===== config.mk =====
export PLATFORM = sky130hd
export DESIGN_NAME = pit_table
export DESIGN_NICKNAME = d
export VERILOG_FILES = /design/src/rtl/ndn_pkg.sv /design/src/rtl/pit_match.sv /design/src/rtl/pit_table.sv
export SDC_FILE = /design/constraint.sdc
export NUM_CORES = 1
export LEC_CHECK = 0
export CAP_MARGIN = 20
export CELL_PAD_IN_SITES_DETAIL_PLACEMENT = 0
export CELL_PAD_IN_SITES_GLOBAL_PLACEMENT = 1
export CORE_MARGIN = 2
export CORE_UTILIZATION = 54
export CTS_CLUSTER_DIAMETER = 200
export DETAILED_ROUTE_END_ITERATION = 7
export GPL_TIMING_DRIVEN = 0
export PLACE_DENSITY_LB_ADDON = 0.1
export SKIP_LAST_GASP = 1
export SYNTH_ARGS = -nofsm -noshare
export SYNTH_HDL_FRONTEND = slang
export SYNTH_SLANG_ARGS = --single-unit

===== constraint.sdc =====
create_clock -name clk -period 7.1 [get_ports clk]
set_clock_uncertainty 0.2 [all_clocks]
set_input_delay 0.71 -clock clk [delete_from_list [all_inputs] [get_ports clk]]
set_output_delay 0.71 -clock clk [all_outputs]
set_load 0.05 [all_outputs]

===== src/rtl/ndn_pkg.sv =====
// Shared NDN router definitions: field widths, the PIT entry layout and the
// control-state encoding used by pit_table and the fib FSMs.
package ndn_pkg;

    localparam int PREFIX_W = 64;
    localparam int LEN_W    = 6;

    // The face bitmap lives beside each entry because its width follows FACES.
    typedef struct packed {
        logic                valid;
        logic [PREFIX_W-1:0] prefix;
        logic [LEN_W-1:0]    len;
    } pit_entry_t;

    typedef enum logic [2:0] {
        ST_IDLE,
        ST_I_SCAN,
        ST_I_FWD,
        ST_D_SCAN,
        ST_D_XFER
    } ndn_state_e;

endpackage


===== src/rtl/pit_match.sv =====
// Compares one PIT entry against a probe prefix/length; shared by the
// interest and data scans.
module pit_match
    import ndn_pkg::*;
(
    input  logic                entry_valid,
    input  logic [PREFIX_W-1:0] entry_prefix,
    input  logic [LEN_W-1:0]    entry_len,
    input  logic [PREFIX_W-1:0] probe_prefix,
    input  logic [LEN_W-1:0]    probe_len,
    output logic                hit,
    output logic                free
);

    assign hit  = entry_valid && (entry_prefix == probe_prefix) && (entry_len == probe_len);
    assign free = !entry_valid;

endmodule


===== src/rtl/pit_table.sv =====
// Pending Interest Table: aggregates interests, forwards new ones to the FIB
// and streams returning data to every face that asked for it.
module pit_table
    import ndn_pkg::*;
#(
    parameter int ENTRIES    = 8,
    parameter int FACES      = 4,
    parameter int DATA_BYTES = 1024
) (
    input  logic                clk,
    input  logic                rst,
    input  logic                interest_valid,
    output logic                interest_ready,
    input  logic [PREFIX_W-1:0] interest_prefix,
    input  logic [LEN_W-1:0]    interest_len,
    input  logic [1:0]          interest_face,
    output logic                interest_dropped,
    output logic [PREFIX_W-1:0] pit_in_prefix,
    output logic [LEN_W-1:0]    pit_in_len,
    output logic                fib_out_bit,
    input  logic [PREFIX_W-1:0] pit_out_prefix,
    input  logic [LEN_W-1:0]    pit_out_len,
    input  logic                prefix_ready,
    output logic                start_send_to_pit,
    output logic                rejected,
    input  logic [7:0]          out_data,
    output logic [7:0]          data_out,
    output logic                data_out_valid,
    output logic [FACES-1:0]    data_faces
);

    localparam int               IDX_W     = $clog2(ENTRIES);
    localparam logic [IDX_W-1:0] LAST_IDX  = IDX_W'(ENTRIES - 1);
    localparam logic [9:0]       LAST_BYTE = 10'(DATA_BYTES - 1);

    ndn_state_e state, state_next;

    pit_entry_t       entries     [ENTRIES];
    logic [FACES-1:0] entry_faces [ENTRIES];

    logic [IDX_W-1:0]    idx, hit_idx, free_idx, x_idx, hit_sel, free_sel;
    logic                hit_found, free_found, hit_any, free_any;
    logic                cur_hit, cur_free;
    logic                scanning, scan_last, i_end, d_end, take_interest;
    logic [PREFIX_W-1:0] i_prefix, d_prefix, probe_prefix;
    logic [LEN_W-1:0]    i_len, d_len, probe_len;
    logic [1:0]          i_face;
    logic                d_pending;
    logic [9:0]          byte_cnt;
    logic [FACES-1:0]    face_bit;

    // A data request (pending or arriving right now) outranks a waiting interest.
    assign interest_ready = rst && (state == ST_IDLE) && !d_pending && !prefix_ready;
    assign take_interest  = interest_ready && interest_valid;

    assign scanning     = (state == ST_I_SCAN) || (state == ST_D_SCAN);
    assign scan_last    = (idx == LAST_IDX);
    assign i_end        = (state == ST_I_SCAN) && scan_last;
    assign d_end        = (state == ST_D_SCAN) && scan_last;
    assign probe_prefix = (state == ST_D_SCAN) ? d_prefix : i_prefix;
    assign probe_len    = (state == ST_D_SCAN) ? d_len : i_len;
    assign face_bit     = FACES'(1) << i_face;

    assign data_out_valid = (state == ST_D_XFER);
    assign data_out       = (state == ST_D_XFER) ? out_data : '0;

    pit_match u_match (
        .entry_valid  (entries[idx].valid),
        .entry_prefix (entries[idx].prefix),
        .entry_len    (entries[idx].len),
        .probe_prefix (probe_prefix),
        .probe_len    (probe_len),
        .hit          (cur_hit),
        .free         (cur_free)
    );

    // Fold the entry under the cursor into what the scan has seen so far.
    always_comb begin
        hit_any  = hit_found || cur_hit;
        hit_sel  = cur_hit ? idx : hit_idx;
        free_any = free_found || cur_free;
        free_sel = free_found ? free_idx : idx;
    end

    always_ff @(posedge clk or negedge rst) begin
        if (!rst) begin
            state <= ST_IDLE;
        end else begin
            state <= state_next;
        end
    end

    always_comb begin
        state_next = state;
        case (state)
            ST_IDLE: begin
                if (d_pending || prefix_ready) begin
                    state_next = ST_D_SCAN;
                end else if (take_interest) begin
                    state_next = ST_I_SCAN;
                end
            end
            ST_I_SCAN: begin
                if (scan_last) begin
                    state_next = (!hit_any && free_any) ? ST_I_FWD : ST_IDLE;
                end
            end
            ST_I_FWD:  state_next = ST_IDLE;
            ST_D_SCAN: begin
                if (scan_last) begin
                    state_next = hit_any ? ST_D_XFER : ST_IDLE;
                end
            end
            ST_D_XFER: begin
                if (byte_cnt == LAST_BYTE) begin
                    state_next = ST_IDLE;
                end
            end
            default: state_next = ST_IDLE;
        endcase
    end

    always_ff @(posedge clk or negedge rst) begin
        if (!rst) begin
            idx               <= '0;
            hit_found         <= 1'b0;
            hit_idx           <= '0;
            free_found        <= 1'b0;
            free_idx          <= '0;
            i_prefix          <= '0;
            i_len             <= '0;
            i_face            <= '0;
            d_pending         <= 1'b0;
            d_prefix          <= '0;
            d_len             <= '0;
            x_idx             <= '0;
            byte_cnt          <= '0;
            pit_in_prefix     <= '0;
            pit_in_len        <= '0;
            data_faces        <= '0;
            fib_out_bit       <= 1'b0;
            interest_dropped  <= 1'b0;
            start_send_to_pit <= 1'b0;
            rejected          <= 1'b0;
            for (int i = 0; i < ENTRIES; i++) begin
                entries[i]     <= '0;
                entry_faces[i] <= '0;
            end
        end else begin
            fib_out_bit       <= (state == ST_I_FWD);
            interest_dropped  <= i_end && !hit_any && !free_any;
            start_send_to_pit <= d_end && hit_any;
            rejected          <= d_end && !hit_any;

            // The FIB holds off its next request until it sees accept/reject.
            if (prefix_ready) begin
                d_pending <= 1'b1;
                d_prefix  <= pit_out_prefix;
                d_len     <= pit_out_len;
            end else if (d_end) begin
                d_pending <= 1'b0;
            end

            if (scanning) begin
                idx <= idx + IDX_W'(1);
                if (cur_hit) begin
                    hit_found <= 1'b1;
                    hit_idx   <= idx;
                end
                if (cur_free && !free_found) begin
                    free_found <= 1'b1;
                    free_idx   <= idx;
                end
            end else begin
                idx        <= '0;
                hit_found  <= 1'b0;
                free_found <= 1'b0;
            end

            if (take_interest) begin
                i_prefix <= interest_prefix;
                i_len    <= interest_len;
                i_face   <= interest_face;
            end

            if (i_end) begin
                if (hit_any) begin
                    entry_faces[hit_sel] <= entry_faces[hit_sel] | face_bit;
                end else if (free_any) begin
                    entries[free_sel]     <= '{valid: 1'b1, prefix: i_prefix, len: i_len};
                    entry_faces[free_sel] <= face_bit;
                end
            end

            if (state == ST_I_FWD) begin
                pit_in_prefix <= i_prefix;
                pit_in_len    <= i_len;
            end

            if (d_end && hit_any) begin
                data_faces <= entry_faces[hit_sel];
                x_idx      <= hit_sel;
            end

            if (state == ST_D_XFER) begin
                byte_cnt <= byte_cnt + 10'd1;
                if (byte_cnt == LAST_BYTE) begin
                    entries[x_idx].valid <= 1'b0;
                end
            end else begin
                byte_cnt <= '0;
            end
        end
    end

endmodule


==> impl_metrics.yaml <==
worst_setup_path:
  cpPeakStageDelay_ns: 0.86
  r2r-end: "entry_faces[0]"
  crit_top_cell: "buf_2"
  crit_buf_inv: 5
  cp_cell_sequence: "buf_2 -> inv_2 -> buf_2 -> buf_4 -> mux2i_1 -> xnor2_1 -> nor4b_1 -> and4_1 -> nand3_2 -> mux2i_1 -> buf_2 -> mux2_2 -> a2111oi_4 -> o221ai_1"
  r2r_setup_slack_ns: 0.21
  worstPathRequired_ns: 7.38
  crit_type: "reg -> reg"
  slowest_stage: "xnor2_1"
  cp.arrival_ns: 7.17
  rr_worst_depth: 14
  path_max_fanout: 10
  r2r_start: "idx[1]"
  endpoint_kind: "flop"
  worstSetupStartpointType: "flop"
  critPathTopFamily: "buffers and inverters"
sta:
  fin_setup_tns_ns: 0
  timing.final.ws_setup_ns: 0.212
  finalHoldViolations: 0
  finalCritPeriodShare: 0.970
  fin_crit_ns: 6.89
  final_max_slew_viol_count: 0
  maxSlewHeadroom: 0.206
  worst_pin_slew_ns: 1.19
  setup_violations: 0
  fmax_ghz: 0.145
  rsz0062_at_grt: "no"
cts:
  cts.htree.levels: 3
  cts_buffers: 90
  clk_pin_slew_worst_paths_ns: 0.06
  post_cts_buffers: 0
  insertion_delay_ns: 0.65
  cts_hold_buf: 1
  cts_tree: "yes"
  cts-root-buf: "clkbuf_16"
  cts_num_sinks: 848
  cts-resized-gates: 0
  clock_path_buffers: 3
synthesis:
  synth-edff-count: 0
  ys_ff_latch: 848
  synth_nets: 2964
  ys_seq_area_frac: 0.535
  yosysWarnings: 0
  async_flop_share: 1.00
  syn_avg_cell_area_um2: 14.1
  ys_types: 73
  synth_area_um2: 39700
  synth-main-ff-cell: "dfrtp_1"
  syn_inst: 2807
floorplan:
  core_um2: 72800
  initial_core_util: 0.545
  die_width_um: 275
  pin_count: 242
  die_y_um: 275
  dieArea_um2: 75600
  core.rowCount: 99
drt:
  top_layer_used: "met5"
  ant_nets: 0
  drt_iter0_markers: 2288
  wl_met1_um: 55100
  drtPass1Iterations: 5
  via_count: 25900
  drcViolationCount: 0
  wl_um: 127000
  dr_wl_met2_um: 59500
  wl_per_cell_um: 30.2
  met3_length_um: 7520
  drt-vias-per-instance: 6.19
outcome:
  outcome: "complete, no violations"
min_path:
  hold_class: "reg -> reg"
  holdPathEnd: "byte_cnt[0]"
  whs_path_depth: 1
  worstHoldStart: "byte_cnt[0]"
cells_and_area:
  area.growth.synth_to_final_pct: 17.3
  drive_gt1_frac: 0.365
  postLayoutCellArea_um2: 46500
  diodes: 0
  finalNonFillerCells: 4185
  nets: 3314
global_route:
  grt_pass1_vias: 27000
  grt_max_degree: 126
  antenna_found_initial: 2
  track_usage: 0.339
  grt_pass1_wl_um: 184000
  grt-ovfl-total: 0
placed_design:
  dp_hpwl_um: 90500
  dpl_worst_slack_ns: 0.149
  dpl-instance-area_um2: 43600
  placedCellCount: 4022
  routabilityCongestion: 0.919
  numPortBuffers: 240
pwr:
  vdd_ir_drop_max_mv: 0.248
  p_per_area_nw_per_um2: 310
  p_leak_nw: 22.0
run:
  drv_cap: 0
[metal layers]
layer	up-vias	track usage
li1	11000	-
met1	13800	0.481
met2	842	0.540
met3	208	0.0496
met4	4	0.115
met5	-	0
[per-stage QoR]
step | hold slack [ns] | total power [mW] | utilization
finish | 0.267 | 14.4 | 0.639
global route | 0.306 | 14.8 | 0.639
CTS | 0.273 | 14.4 | 0.639
detailed placement | 0.264 | 9.78 | 0.599
global placement | 0.245 | 9.73 | 0.594
floorplan | 0.214 | 7.83 | -
[cell usage in the layout (no fill, tap or decap), types with 28 or more instances in the layout]
| master | netlist | layout |
|---|---|---|
| mux2i_1 | 222 | 222 |
| a21oi_1 | 31 | 31 |
| nor3_1 | 28 | 28 |
| buf_1 | 75 | 75 |
| xor2_1 | 32 | 32 |
| clkbuf_16 | 0 | 90 |
| nand3_1 | 31 | 31 |
| nor2_1 | 56 | 56 |
| mux4_2 | 89 | 89 |
| a22oi_1 | 42 | 42 |
| dfrtp_1 | 848 | 848 |
| nand2_1 | 60 | 60 |
| mux2_2 | 807 | 807 |
| buf_2 | 70 | 70 |
| clkdlybuf4s50_1 | 0 | 239 |
| clkbuf_1 | 53 | 81 |
[state kept, by name (all words and copies together) (netlist names), 2 cells and up]
signal / count
x_idx: 3
pit_in_len: 6
i_face: 2
d_prefix: 64
entries: 568
d_len: 6
i_prefix: 64
state: 3
pit_in_prefix: 64
idx: 3
hit_idx: 3
data_faces: 4
i_len: 6
free_idx: 3
byte_cnt: 10
entry_faces: 32
[synthesized netlist by cell type, drive strengths merged, types with 11 or more instances]
library cell  count  share of area
dfrtp           848           0.53
mux2            807           0.23
mux2i           223          0.057
buf             184          0.026
mux4             89          0.051
nand2            60         0.0057
nor2             57         0.0055
clkbuf           53         0.0050
a22oi            42         0.0079
nand3            32         0.0042
o21ai            32         0.0040
xor2             32         0.0071
a21oi            31         0.0039
nor3             28         0.0035
nor4             24         0.0043
and3             22         0.0035
nor2b            19         0.0030
xnor2            19         0.0042
and2             16         0.0025
a21o             15         0.0028
nand2b           15         0.0024
a311oi           14         0.0031
nand3b           12         0.0023
a31oi            11         0.0021
inv              11         0.0010
[worst register-to-register path: cells and delay by family, from the launching register on]
family,cells,cell delay [ns]
AO/OA/AOI/OAI,2,1.05
flip-flops,1,0.38
multiplexers,3,0.98
XOR/XNOR,1,0.86
buffers and inverters,5,1.86
AND/OR/NAND/NOR,3,1.38
[where the power goes]
group	switching, mW	total (mW)	internal, mW
combinational	3.01	4.58	1.56
sequential	0.142	5.19	5.04
clock	1.99	4.67	2.69
[layout make-up]
class	count	area [um^2]
Timing Repair Buffer	258	2750
Multi-Input combinational cell	1711	17200
Inverter	11	41.3
Fill cell	5383	26300
Buffer	237	1230
Clock buffer	141	2660
Sequential cell	848	21200
Tap cell	959	1200
Clock inverter	20	236
[logic make-up (layout without fill, tap and decap cells)]
family                   count (synthesis)  in the layout  share of synthesized area
AO/OA/AOI/OAI                          209            209                     0.0393
multiplexers                          1119           1119                      0.336
AND/OR/NAND/NOR                        329            329                     0.0451
XOR/XNOR                                51             51                     0.0113
buffers and inverters                  248            667                     0.0321
flip-flops                             848            848                      0.535
adder cells (fa/ha/maj)                  3              3                   0.000946
[worst max-delay path by stage]
stage | start | endpoint | slack [ns] | cells after the start
floorplan | idx[0] | entry_faces[0] | 2.59 | 16
global placement | rst | i_prefix[22] | -31.20 | 1
detailed placement | idx[1] | entries[370] | 0.15 | 17
CTS | idx[1] | entries[370] | 0.11 | 17
global route | idx[1] | entry_faces[0] | 0.06 | 16
finish | idx[1] | entry_faces[0] | 0.21 | 14
Note: power is estimated with default switching activity, not from simulation.
